==> src/rtl/mem_port_arbiter_pkg.sv <==
// Shared types for the unified-memory port arbiter: FSM states, owner tag,
// latched memory command and the word-address helper.
package mem_port_arbiter_pkg;

  typedef logic [31:0] uint32;

  typedef enum logic [1:0] {
    ARB_IDLE,
    ARB_I_ACC,
    ARB_D_ACC
  } arb_state_t;

  typedef enum logic {
    OWN_I,
    OWN_D
  } arb_owner_t;

  localparam logic [3:0] MEM_BE_ALL = 4'b1111;

  typedef struct packed {
    uint32      addr;
    logic       we;
    uint32      wdata;
    logic [3:0] be;
    arb_owner_t owner;
  } mem_cmd_t;

  function automatic uint32 word_addr(input uint32 byte_addr);
    return {byte_addr[31:2], 2'b00};
  endfunction

endpackage

==> src/rtl/mem_port_arbiter_starve_counter.sv <==
// Saturating fetch-starvation counter: counts lost arbitration cycles,
// clears on a fetch grant and flags when the limit is reached.
module starve_counter #(
  parameter int LIMIT = 4,
  parameter int W     = 4
) (
  input  logic clk,
  input  logic rst_n,
  input  logic inc,
  input  logic clr,
  output logic hit
);

  localparam logic [W-1:0] LIM = W'(LIMIT);

  logic [W-1:0] cnt;

  function automatic logic [W-1:0] sat_inc(input logic [W-1:0] v);
    return (v >= LIM) ? LIM : v + 1'b1;
  endfunction

  always_ff @(posedge clk) begin
    if (!rst_n)   cnt <= '0;
    else if (clr) cnt <= '0;
    else if (inc) cnt <= sat_inc(cnt);
  end

  assign hit = (cnt == LIM);

endmodule

==> src/rtl/mem_port_arbiter.sv <==
// Arbiter/sequencer for the single-ported memory shared by instruction fetch
// and load/store. Data wins by default; the starvation counter forces fetch.
module mem_port_arbiter
  import mem_port_arbiter_pkg::*;
#(
  parameter int STARVE_LIMIT = 4,
  parameter int COUNT_W      = 4
) (
  input  logic        clk,
  input  logic        rst_n,
  input  logic        i_req,
  input  logic [31:0] i_addr,
  output logic        i_gnt,
  output logic        i_rvalid,
  output logic [31:0] i_rdata,
  output logic        i_err,
  input  logic        d_req,
  input  logic        d_we,
  input  logic [31:0] d_addr,
  input  logic [31:0] d_wdata,
  input  logic [3:0]  d_be,
  output logic        d_gnt,
  output logic        d_rvalid,
  output logic [31:0] d_rdata,
  output logic        d_err,
  output logic        mem_en,
  output logic        mem_we,
  output logic [31:0] mem_addr,
  output logic [31:0] mem_wdata,
  output logic [3:0]  mem_be,
  input  logic [31:0] mem_rdata,
  input  logic        mem_done
);

  arb_state_t state, state_nx;
  mem_cmd_t   cmd_p1;
  logic       free, done, i_done, d_done;
  logic       i_bad, d_bad, starve_hit;

  // Arbiter is free when idle or when the running access completes this cycle.
  assign free   = (state == ARB_IDLE) || mem_done;
  assign done   = (state != ARB_IDLE) && mem_done;
  assign i_done = done && (cmd_p1.owner == OWN_I);
  assign d_done = done && (cmd_p1.owner == OWN_D);
  assign i_bad  = (i_addr[1:0] != 2'b00);
  assign d_bad  = (d_be == 4'b0000);

  starve_counter #(
    .LIMIT (STARVE_LIMIT),
    .W     (COUNT_W)
  ) u_starve (
    .clk   (clk),
    .rst_n (rst_n),
    .inc   (free && i_req && !i_gnt),
    .clr   (i_gnt),
    .hit   (starve_hit)
  );

  always_ff @(posedge clk) begin
    if (!rst_n) state <= ARB_IDLE;
    else        state <= state_nx;
  end

  always_comb begin
    state_nx = state;
    if (free) begin
      if (i_gnt && !i_bad)      state_nx = ARB_I_ACC;
      else if (d_gnt && !d_bad) state_nx = ARB_D_ACC;
      else                      state_nx = ARB_IDLE;
    end
  end

  always_comb begin
    i_gnt     = 1'b0;
    d_gnt     = 1'b0;
    mem_en    = 1'b0;
    mem_we    = 1'b0;
    mem_addr  = '0;
    mem_wdata = '0;
    mem_be    = '0;
    if (rst_n && free) begin
      if (i_req && (!d_req || starve_hit)) i_gnt = 1'b1;
      else if (d_req)                      d_gnt = 1'b1;
    end
    if (state != ARB_IDLE) begin
      mem_en    = 1'b1;
      mem_we    = cmd_p1.we;
      mem_addr  = cmd_p1.addr;
      mem_wdata = cmd_p1.wdata;
      mem_be    = cmd_p1.be;
    end
  end

  // Stage p1: command register feeding the memory port.
  always_ff @(posedge clk) begin
    if (!rst_n) begin
      cmd_p1 <= '0;
    end else if (i_gnt && !i_bad) begin
      cmd_p1 <= '{addr: word_addr(i_addr), we: 1'b0, wdata: '0,
                  be: MEM_BE_ALL, owner: OWN_I};
    end else if (d_gnt && !d_bad) begin
      cmd_p1 <= '{addr: word_addr(d_addr), we: d_we, wdata: d_wdata,
                  be: d_be, owner: OWN_D};
    end
  end

  // Stage p2: registered responses; error grants answer without a memory access.
  always_ff @(posedge clk) begin
    if (!rst_n) begin
      i_rvalid <= 1'b0;
      i_err    <= 1'b0;
      i_rdata  <= '0;
      d_rvalid <= 1'b0;
      d_err    <= 1'b0;
      d_rdata  <= '0;
    end else begin
      i_rvalid <= i_done || (i_gnt && i_bad);
      i_err    <= i_gnt && i_bad;
      if (i_done)              i_rdata <= mem_rdata;
      else if (i_gnt && i_bad) i_rdata <= '0;
      d_rvalid <= d_done || (d_gnt && d_bad);
      d_err    <= d_gnt && d_bad;
      if (d_done)              d_rdata <= cmd_p1.we ? '0 : mem_rdata;
      else if (d_gnt && d_bad) d_rdata <= '0;
    end
  end

endmodule

==> config.mk <==
export PLATFORM = sky130hd
export DESIGN_NAME = mem_port_arbiter
export DESIGN_NICKNAME = d
export VERILOG_FILES = /design/src/rtl/mem_port_arbiter_pkg.sv /design/src/rtl/mem_port_arbiter_starve_counter.sv /design/src/rtl/mem_port_arbiter.sv
export SDC_FILE = /design/constraint.sdc
export NUM_CORES = 1
export LEC_CHECK = 0
export ABC_AREA = 1
export CORE_UTILIZATION = 38
export CTS_CLUSTER_DIAMETER = 80
export CTS_CLUSTER_SIZE = 40
export DETAILED_ROUTE_END_ITERATION = 8
export GPL_TIMING_DRIVEN = 1
export PLACE_DENSITY_LB_ADDON = 0.05
export SETUP_SLACK_MARGIN = 0.1
export SYNTH_ARGS = -nofsm -noshare
export SYNTH_HDL_FRONTEND = slang
export SYNTH_HIERARCHICAL = 1
export SYNTH_SLANG_ARGS = --single-unit
==> constraint.sdc <==
create_clock -name clk -period 1.8 [get_ports clk]
set_clock_uncertainty 0.05 [all_clocks]
set_input_delay 0.36 -clock clk [delete_from_list [all_inputs] [get_ports clk]]
set_output_delay 0.36 -clock clk [all_outputs]
set_load 0.01 [all_outputs]
* Word-level counts from Yosys, hierarchy flattened *
Index checks and enable logic that the tools add are counted.

storage, ports and cells
  register bits after elaboration = 142
  output and inout port bits = 140

operators by class
  muxes and demuxes = 20
  $add $sub $neg = 1
  bitwise logic cells = 2
  eq/ne operators = 1
  reduce and logical (&&, ||, !) cells = 28
  $lt $le $gt $ge = 1

operators with widths
  operator               number
  $mux W32               7
  $mux W70               2
  $logic_and A1 B1 Y1    11
  $reduce_bool A2 Y1     5
  $mux W4                2
  $mux W1                7
  $add A4 B1 Y4 const B  1
  $eq A4 B3 Y1 const B   1
  $ge A4 B3 Y1 const B   1
  $logic_not A1 Y1       4
  $logic_not A4 Y1       1
  $logic_or A1 B1 Y1     4
  $mux W2                2
  $reduce_or A2 Y1       2
  $logic_not A2 Y1       1
  $not A1 Y1             2

* Longest topological paths before layout *
  depth after elaboration = 8
  mapped depth = 14
  depth with buffers taken out = 13

* Cells and area by module *
Netlist, hierarchy kept.

by module, submodules not included
  module            area each (µm²)  instances  seq. area each (µm²)  cells each
  mem_port_arbiter  5888.1           1          2762.6                833
  starve_counter    201.4            1          80.1                  28

* Worst setup path after synthesis *
No wires, ideal clock.

  path kind = register to register
  start = reg u_starve.cnt[0]
  end = reg u_starve.cnt[1]
  arrival = 1.816 ns
  library setup time = 0.129 ns
  path buffers = 1
  required time = 1.621 ns
  cell stages (with the launch flop) = 15
  slack = -0.195 ns
  clock period less this slack = 1.995 ns
  cells stage by stage = dfxtp_1 > inv_1 > ha_1 > nand2_1 > nor2_1 > inv_1 > a21oi_2 > clkbuf_1 > nand2_1 > inv_1 > nor3_1 > inv_2 > nand2_1 > nand2_1 > a21oi_1

on the way
  cells in the longest elaborated chain, start to end = 7

ends and longest elaborated chain
  element                  RTL line                               RTL
  from (decl)              mem_port_arbiter_starve_counter.sv:16  logic [W-1:0] cnt;
  from (signal assigned)   mem_port_arbiter_starve_counter.sv:25  else if (inc) cnt <= sat_inc(cnt);
  $eq A4 B3 Y1 (*)         mem_port_arbiter_starve_counter.sv:28  assign hit = (cnt == LIM);
  net starve_hit           mem_port_arbiter.sv:38                 logic i_bad, d_bad, starve_hit;
  $logic_or A1 B1 Y1 (*)   mem_port_arbiter.sv:82                 if (i_req && (!d_req || starve_hit)) i_gnt = 1'b1;
  $logic_and A1 B1 Y1 (*)  mem_port_arbiter.sv:82
  $mux W1 (*)              mem_port_arbiter.sv:82
  $mux W1 (*)              mem_port_arbiter.sv:81                 if (rst_n && free) begin
  net i_gnt                mem_port_arbiter.sv:13                 output logic i_gnt,
  $logic_not A1 Y1         mem_port_arbiter.sv:54                 .inc (free && i_req && !i_gnt),
  $logic_and A1 B1 Y1      mem_port_arbiter.sv:54

The timed path passes the listed nets; every way through them passes the cells marked *.
A chain may end at the register's enable or synchronous reset.

* Final worst setup path *
  start = reg u_starve.cnt[1]
  end = out i_gnt

on the way
  cells in the longest elaborated chain, start to end = 5

ends and longest elaborated chain
  element              RTL line
  $eq A4 B3 Y1         mem_port_arbiter_starve_counter.sv:28
  net starve_hit       mem_port_arbiter.sv:38
  $logic_or A1 B1 Y1   mem_port_arbiter.sv:82
  $logic_and A1 B1 Y1  mem_port_arbiter.sv:82
  $mux W1              mem_port_arbiter.sv:82
  $mux W1              mem_port_arbiter.sv:81
  to (decl)            mem_port_arbiter.sv:13

The timed path passes the listed nets, and every way through them passes these cells.

==> impl_results.html <==
<table>
<tr><th>Metric</th><th>Value</th></tr>
<tr><th colspan="2">Setup path</th></tr>
<tr><td>Data arrival at the endpoint of the critical path</td><td>between 1.5 and 2 ns</td></tr>
<tr><td>Kind of critical path</td><td>reg2out</td></tr>
<tr><td>Setup crit end kind</td><td>output port</td></tr>
<tr><td>Slowest cell on the critical path</td><td>sky130_fd_sc_hd__dfxtp_2</td></tr>
<tr><td>Peak per-stage delay on the critical path</td><td>0.33 ns</td></tr>
<tr><td>Worst path cell trace</td><td>inv_2, ha_4, nand2_4, nor2_4, inv_2, a21oi_4, buf_6, nand2_4, inv_4, buf_6</td></tr>
<tr><td>Worst setup SP type</td><td>flop</td></tr>
<tr><td>Worst endpoint required time</td><td>between 1 and 1.5 ns</td></tr>
<tr><td>Largest fanout of any net on the critical path</td><td>2</td></tr>
<tr><td>Setup slack on the worst flop-to-flop path</td><td>-0.16 ns</td></tr>
<tr><th colspan="2">STA</th></tr>
<tr><td>Final setup margin</td><td>-0.223 ns</td></tr>
<tr><td>Final Cycle Share</td><td>112%</td></tr>
<tr><td>Setup repair after global routing missed its margin</td><td>true</td></tr>
<tr><td>Final setup violation count</td><td>just over 200</td></tr>
<tr><td>Upper clock frequency limit</td><td>a little under 500 MHz</td></tr>
<tr><td>Accumulated negative setup slack</td><td>-18.89 ns</td></tr>
<tr><td>Count of final hold-check violations</td><td>0</td></tr>
<tr><td>Final critical path time including I/O delays and setup</td><td>around 2 ns</td></tr>
<tr><td>Pins Over Slew Limit</td><td>0</td></tr>
<tr><th colspan="2">Final layout</th></tr>
<tr><td>Number of non-filler instances in the completed layout</td><td>between 1k and 1.5k</td></tr>
<tr><td>Number of nets in the layout</td><td>roughly 1.3k</td></tr>
<tr><td>Area growth from synthesis to layout</td><td>94.7%</td></tr>
<tr><td>Fraction of final layout cells sized beyond drive strength 1</td><td>30.3%</td></tr>
<tr><td>Antenna fix cells</td><td>0</td></tr>
<tr><th colspan="2">Power and ir drop</th></tr>
<tr><td>Cell internal power dissipation</td><td>6.63 mW</td></tr>
<tr><td>Combinational fraction of design power</td><td>a little over a fifth</td></tr>
<tr><td>Ratio of total power to cell area</td><td>between 700 and 800 nW/um^2</td></tr>
<tr><td>Sequential fraction of design power</td><td>about 37%</td></tr>
<tr><td>Clock network fraction of total power</td><td>between 40 and 50%</td></tr>
<tr><td>Worst-case vdd ir drop</td><td>a little over 0.0007 V</td></tr>
<tr><td>Switching power summed over all nets</td><td>2.46 mW</td></tr>
<tr><td>Switching share of total power</td><td>a little over a quarter</td></tr>
<tr><td>Leakage power</td><td>around 5.8 nW</td></tr>
<tr><th colspan="2">Floorplan</th></tr>
<tr><td>DIE WIDTH</td><td>about 130 um</td></tr>
<tr><td>Top-level port count</td><td>around 280</td></tr>
<tr><td>Standard-cell row count</td><td>between 40 and 50</td></tr>
<tr><td>Area of the placeable core</td><td>between 15,000 and 20,000 sq um</td></tr>
<tr><td>Initial cell density of the core</td><td>39.5%</td></tr>
<tr><td>Height of the die</td><td>about 130 um</td></tr>
<tr><td>Die Footprint</td><td>16,500 sq um</td></tr>
<tr><th colspan="2">Placed design</th></tr>
<tr><td>Routability cong.</td><td>around 0.85</td></tr>
<tr><td>Detailed placement HPWL</td><td>approximately 14,000 um</td></tr>
<tr><td>Cell count after placement</td><td>between 1k and 1.5k</td></tr>
<tr><td>Port buffer count</td><td>approximately 270</td></tr>
<tr><th colspan="2">Run status</th></tr>
<tr><td>Violated checks</td><td>setup timing</td></tr>
<tr><td>Run status</td><td>finished, violations left</td></tr>
<tr><th colspan="2">Global routing</th></tr>
<tr><td>First-pass GRT wire length</td><td>about 33,000 um</td></tr>
<tr><td>Number of antenna violations at the first check in global routing</td><td>0</td></tr>
<tr><td>Overflow left after global routing</td><td>0</td></tr>
<tr><td>Number of global-route vias before repair</td><td>6,360</td></tr>
<tr><td>Overall routing resource usage</td><td>approximately a quarter</td></tr>
<tr><td>Maximum number of pins on one net before global-route repair</td><td>between 90 and 100</td></tr>
<tr><th colspan="2">Drt</th></tr>
<tr><td>Per-cell via count in the routed design</td><td>5.00</td></tr>
<tr><td>Number of remaining DRC errors</td><td>0</td></tr>
<tr><td>Router iterations before antenna repair</td><td>4</td></tr>
<tr><td>Metal2 WL</td><td>around 12,000 um</td></tr>
<tr><td>Uppermost signal routing layer after detailed routing</td><td>met4</td></tr>
<tr><td>WL per Instance</td><td>16.8 um</td></tr>
<tr><td>Detail Route met3 WL</td><td>1660 um</td></tr>
<tr><td>DR iter-0 viols</td><td>between 300 and 400</td></tr>
<tr><td>Aggregate routed wire length</td><td>around 24,000 um</td></tr>
<tr><td>Met1 layer wirelength in the final routing</td><td>approximately 9500 um</td></tr>
<tr><td>Vias</td><td>a little over 7k</td></tr>
<tr><td>Number of antenna-violating nets in the routed design</td><td>0</td></tr>
<tr><th colspan="2">Clocking</th></tr>
<tr><td>Clock root cell</td><td>sky130_fd_sc_hd__clkbuf_16</td></tr>
<tr><td>Clock tree from TritonCTS</td><td>built</td></tr>
<tr><td>Maximum clock path buffer count</td><td>2</td></tr>
<tr><td>Skew-Pair Late Insertion Delay</td><td>~0.42 ns</td></tr>
<tr><td>Total number of H-tree levels</td><td>4</td></tr>
<tr><td>Clock transition at the registers of the reported paths</td><td>0.06 ns</td></tr>
<tr><td>Number of sinks handled by clock tree synthesis</td><td>around 140</td></tr>
<tr><td>Total CTS buffers</td><td>17</td></tr>
<tr><th colspan="2">Yosys</th></tr>
<tr><td>Total standard cell area after synthesis</td><td>approximately 6000 sq um</td></tr>
<tr><td>Mapped Cells</td><td>around 860</td></tr>
<tr><td>Share of the yosys chip area belonging to registers</td><td>46.7%</td></tr>
<tr><td>#FFs+latches synth</td><td>142</td></tr>
<tr><td>Number of synthesis warnings</td><td>6</td></tr>
<tr><td>Library cells used by synthesis</td><td>27</td></tr>
<tr><td>Mapped Avg Cell Area</td><td>7.07 sq um</td></tr>
<tr><th colspan="2">Flow run</th></tr>
<tr><td>Max-Cap Viols</td><td>0</td></tr>
<tr><th colspan="2">Min path</th></tr>
<tr><td>Class of the most critical hold timing path</td><td>reg2reg</td></tr>
</table>
-- timing repair --
item | 4_1_cts | 5_1_grt
cloned | 8 | 13
hold endpoints to repair | 0 | 0
gates resized for setup | 365 | 311
buffers inserted | 25 | 21
hold buffers | 0 | 0
pin swaps | 9 | 8
setup endpoints to repair | 271 | 277
-- power by group through the flow --
stage                     Combinational, mW  Clock (mW)  Sequential (mW)
final                                  1.89        3.85             3.34
after detailed placement               1.28           0             3.41
after global placement                 1.28           0             3.40
after CTS                              1.56        3.88             3.34
after global routing                   2.02        4.04             3.36
after floorplan                       0.561           0             3.42
-- registers in the layout (all words and copies together) (netlist names) --
signal and count:
state 2, d_rvalid 1, d_rdata 32, i_rdata 32, i_err 1, u_starve/cnt 4
d_err 1, cmd_p1 68, i_rvalid 1
-- routing by layer --
| layer | up-vias | track usage (%) |
|---|---|---|
| li1 | 3477 | - |
| met1 | 3325 | 30.0 |
| met2 | 230 | 43.8 |
| met3 | 50 | 7.86 |
| met4 | 0 | 11.6 |
| met5 | - | 0 |
-- area by class of cell --
cell class,instances,area (sq um)
inverter,83,317
clock inverter,15,210
clock buffer,17,425
fill,1133,3570
multi-input combinational,568,3430
tap,211,264
timing repair buffer,381,4360
sequential,142,2850
-- cells in the final DEF, fill, tap and decap left out, drive strengths merged --
cell,netlist,final
nor2,179,179
buf,30,164
dfxtp,142,142
clkdlybuf4s50,0,138
nand2,109,109
a21oi,103,103
inv,82,87
nand3,66,66
dlymetal6s2s,0,65
nand4,61,61
o21ai,39,39
clkbuf,39,31
bufinv,0,4
clkinv,1,4
clkinvlp,0,3
nand3b,2,2
conb,1,2
a21boi,2,2
nor3,2,2
ha,2,2
a31oi,1,1
-- metrics by stage --
step	setup slack (ns)	cell area (sq um)	total power [mW]	hold WS, ns	util [%]
detailed placement	-0.365	9350	4.69	0.393	60.6
global route	-0.296	11900	9.42	0.422	76.9
global placement	-0.351	9350	4.68	0.388	60.6
floorplan	0.0922	6160	3.98	0.379	-
CTS	-0.219	10400	8.78	0.402	67.6
finish	-0.223	11900	9.09	0.400	76.9
-- cell families (layout without fill, tap and decap cells) --
family | Yosys count | count (layout) | synth area share, %
other | 1 | 2 | 0.0616
adder cells (fa/ha/maj) | 2 | 2 | 0.411
AND/OR/NAND/NOR | 419 | 419 | 30.4
buffers and inverters | 152 | 496 | 10.1
flip-flops | 142 | 142 | 46.7
AO/OA/AOI/OAI | 145 | 145 | 12.3
-- path summary, 6_finish.rpt --
check | cells after the start | to | start
worst max-delay path | 10 | i_gnt | u_starve/cnt[1]
worst max register to register | 14 | cmd_p1[61] | u_starve/cnt[1]
worst min register to register | 2 | cmd_p1[6] | cmd_p1[6]
worst min-delay path | 2 | cmd_p1[6] | cmd_p1[6]
-- cell usage after synthesis --
cell type                    n  area [sq um]
sky130_fd_sc_hd__nand3_1    65           325
sky130_fd_sc_hd__a21oi_2     2          17.5
sky130_fd_sc_hd__conb_1      1          3.75
sky130_fd_sc_hd__nor3_1      2          10.0
sky130_fd_sc_hd__clkbuf_1   39           146
sky130_fd_sc_hd__nand2_2     1          6.26
sky130_fd_sc_hd__nor2_1    173           649
sky130_fd_sc_hd__o21ai_1     4          20.0
sky130_fd_sc_hd__nor2_2      5          31.3
sky130_fd_sc_hd__nand3_2     1          10.0
sky130_fd_sc_hd__nor2_4      1          11.3
sky130_fd_sc_hd__inv_1      80           300
sky130_fd_sc_hd__buf_2      18          90.1
sky130_fd_sc_hd__a31oi_2     1          12.5
sky130_fd_sc_hd__a21boi_0    1          7.51
sky130_fd_sc_hd__a21boi_2    1          11.3
sky130_fd_sc_hd__nand2_1   108           405
sky130_fd_sc_hd__buf_1       6          22.5
sky130_fd_sc_hd__inv_2       2          7.51
sky130_fd_sc_hd__a21oi_1   101           505
sky130_fd_sc_hd__buf_4       6          45.0
sky130_fd_sc_hd__clkinv_1    1          3.75
sky130_fd_sc_hd__nand3b_2    2          22.5
sky130_fd_sc_hd__dfxtp_1   142          2840
sky130_fd_sc_hd__nand4_1    61           382
sky130_fd_sc_hd__o21ai_0    35           175
sky130_fd_sc_hd__ha_1        2          25.0
-- worst max-delay path: cells and delay by family, from the launching register on --
family                   cells  cell delay (ns)
buffers and inverters        5             0.39
AND/OR/NAND/NOR              3             0.21
AO/OA/AOI/OAI                1             0.14
adder cells (fa/ha/maj)      1             0.13
flip-flops                   1             0.33
Note: power is estimated with default switching activity, not from simulation.
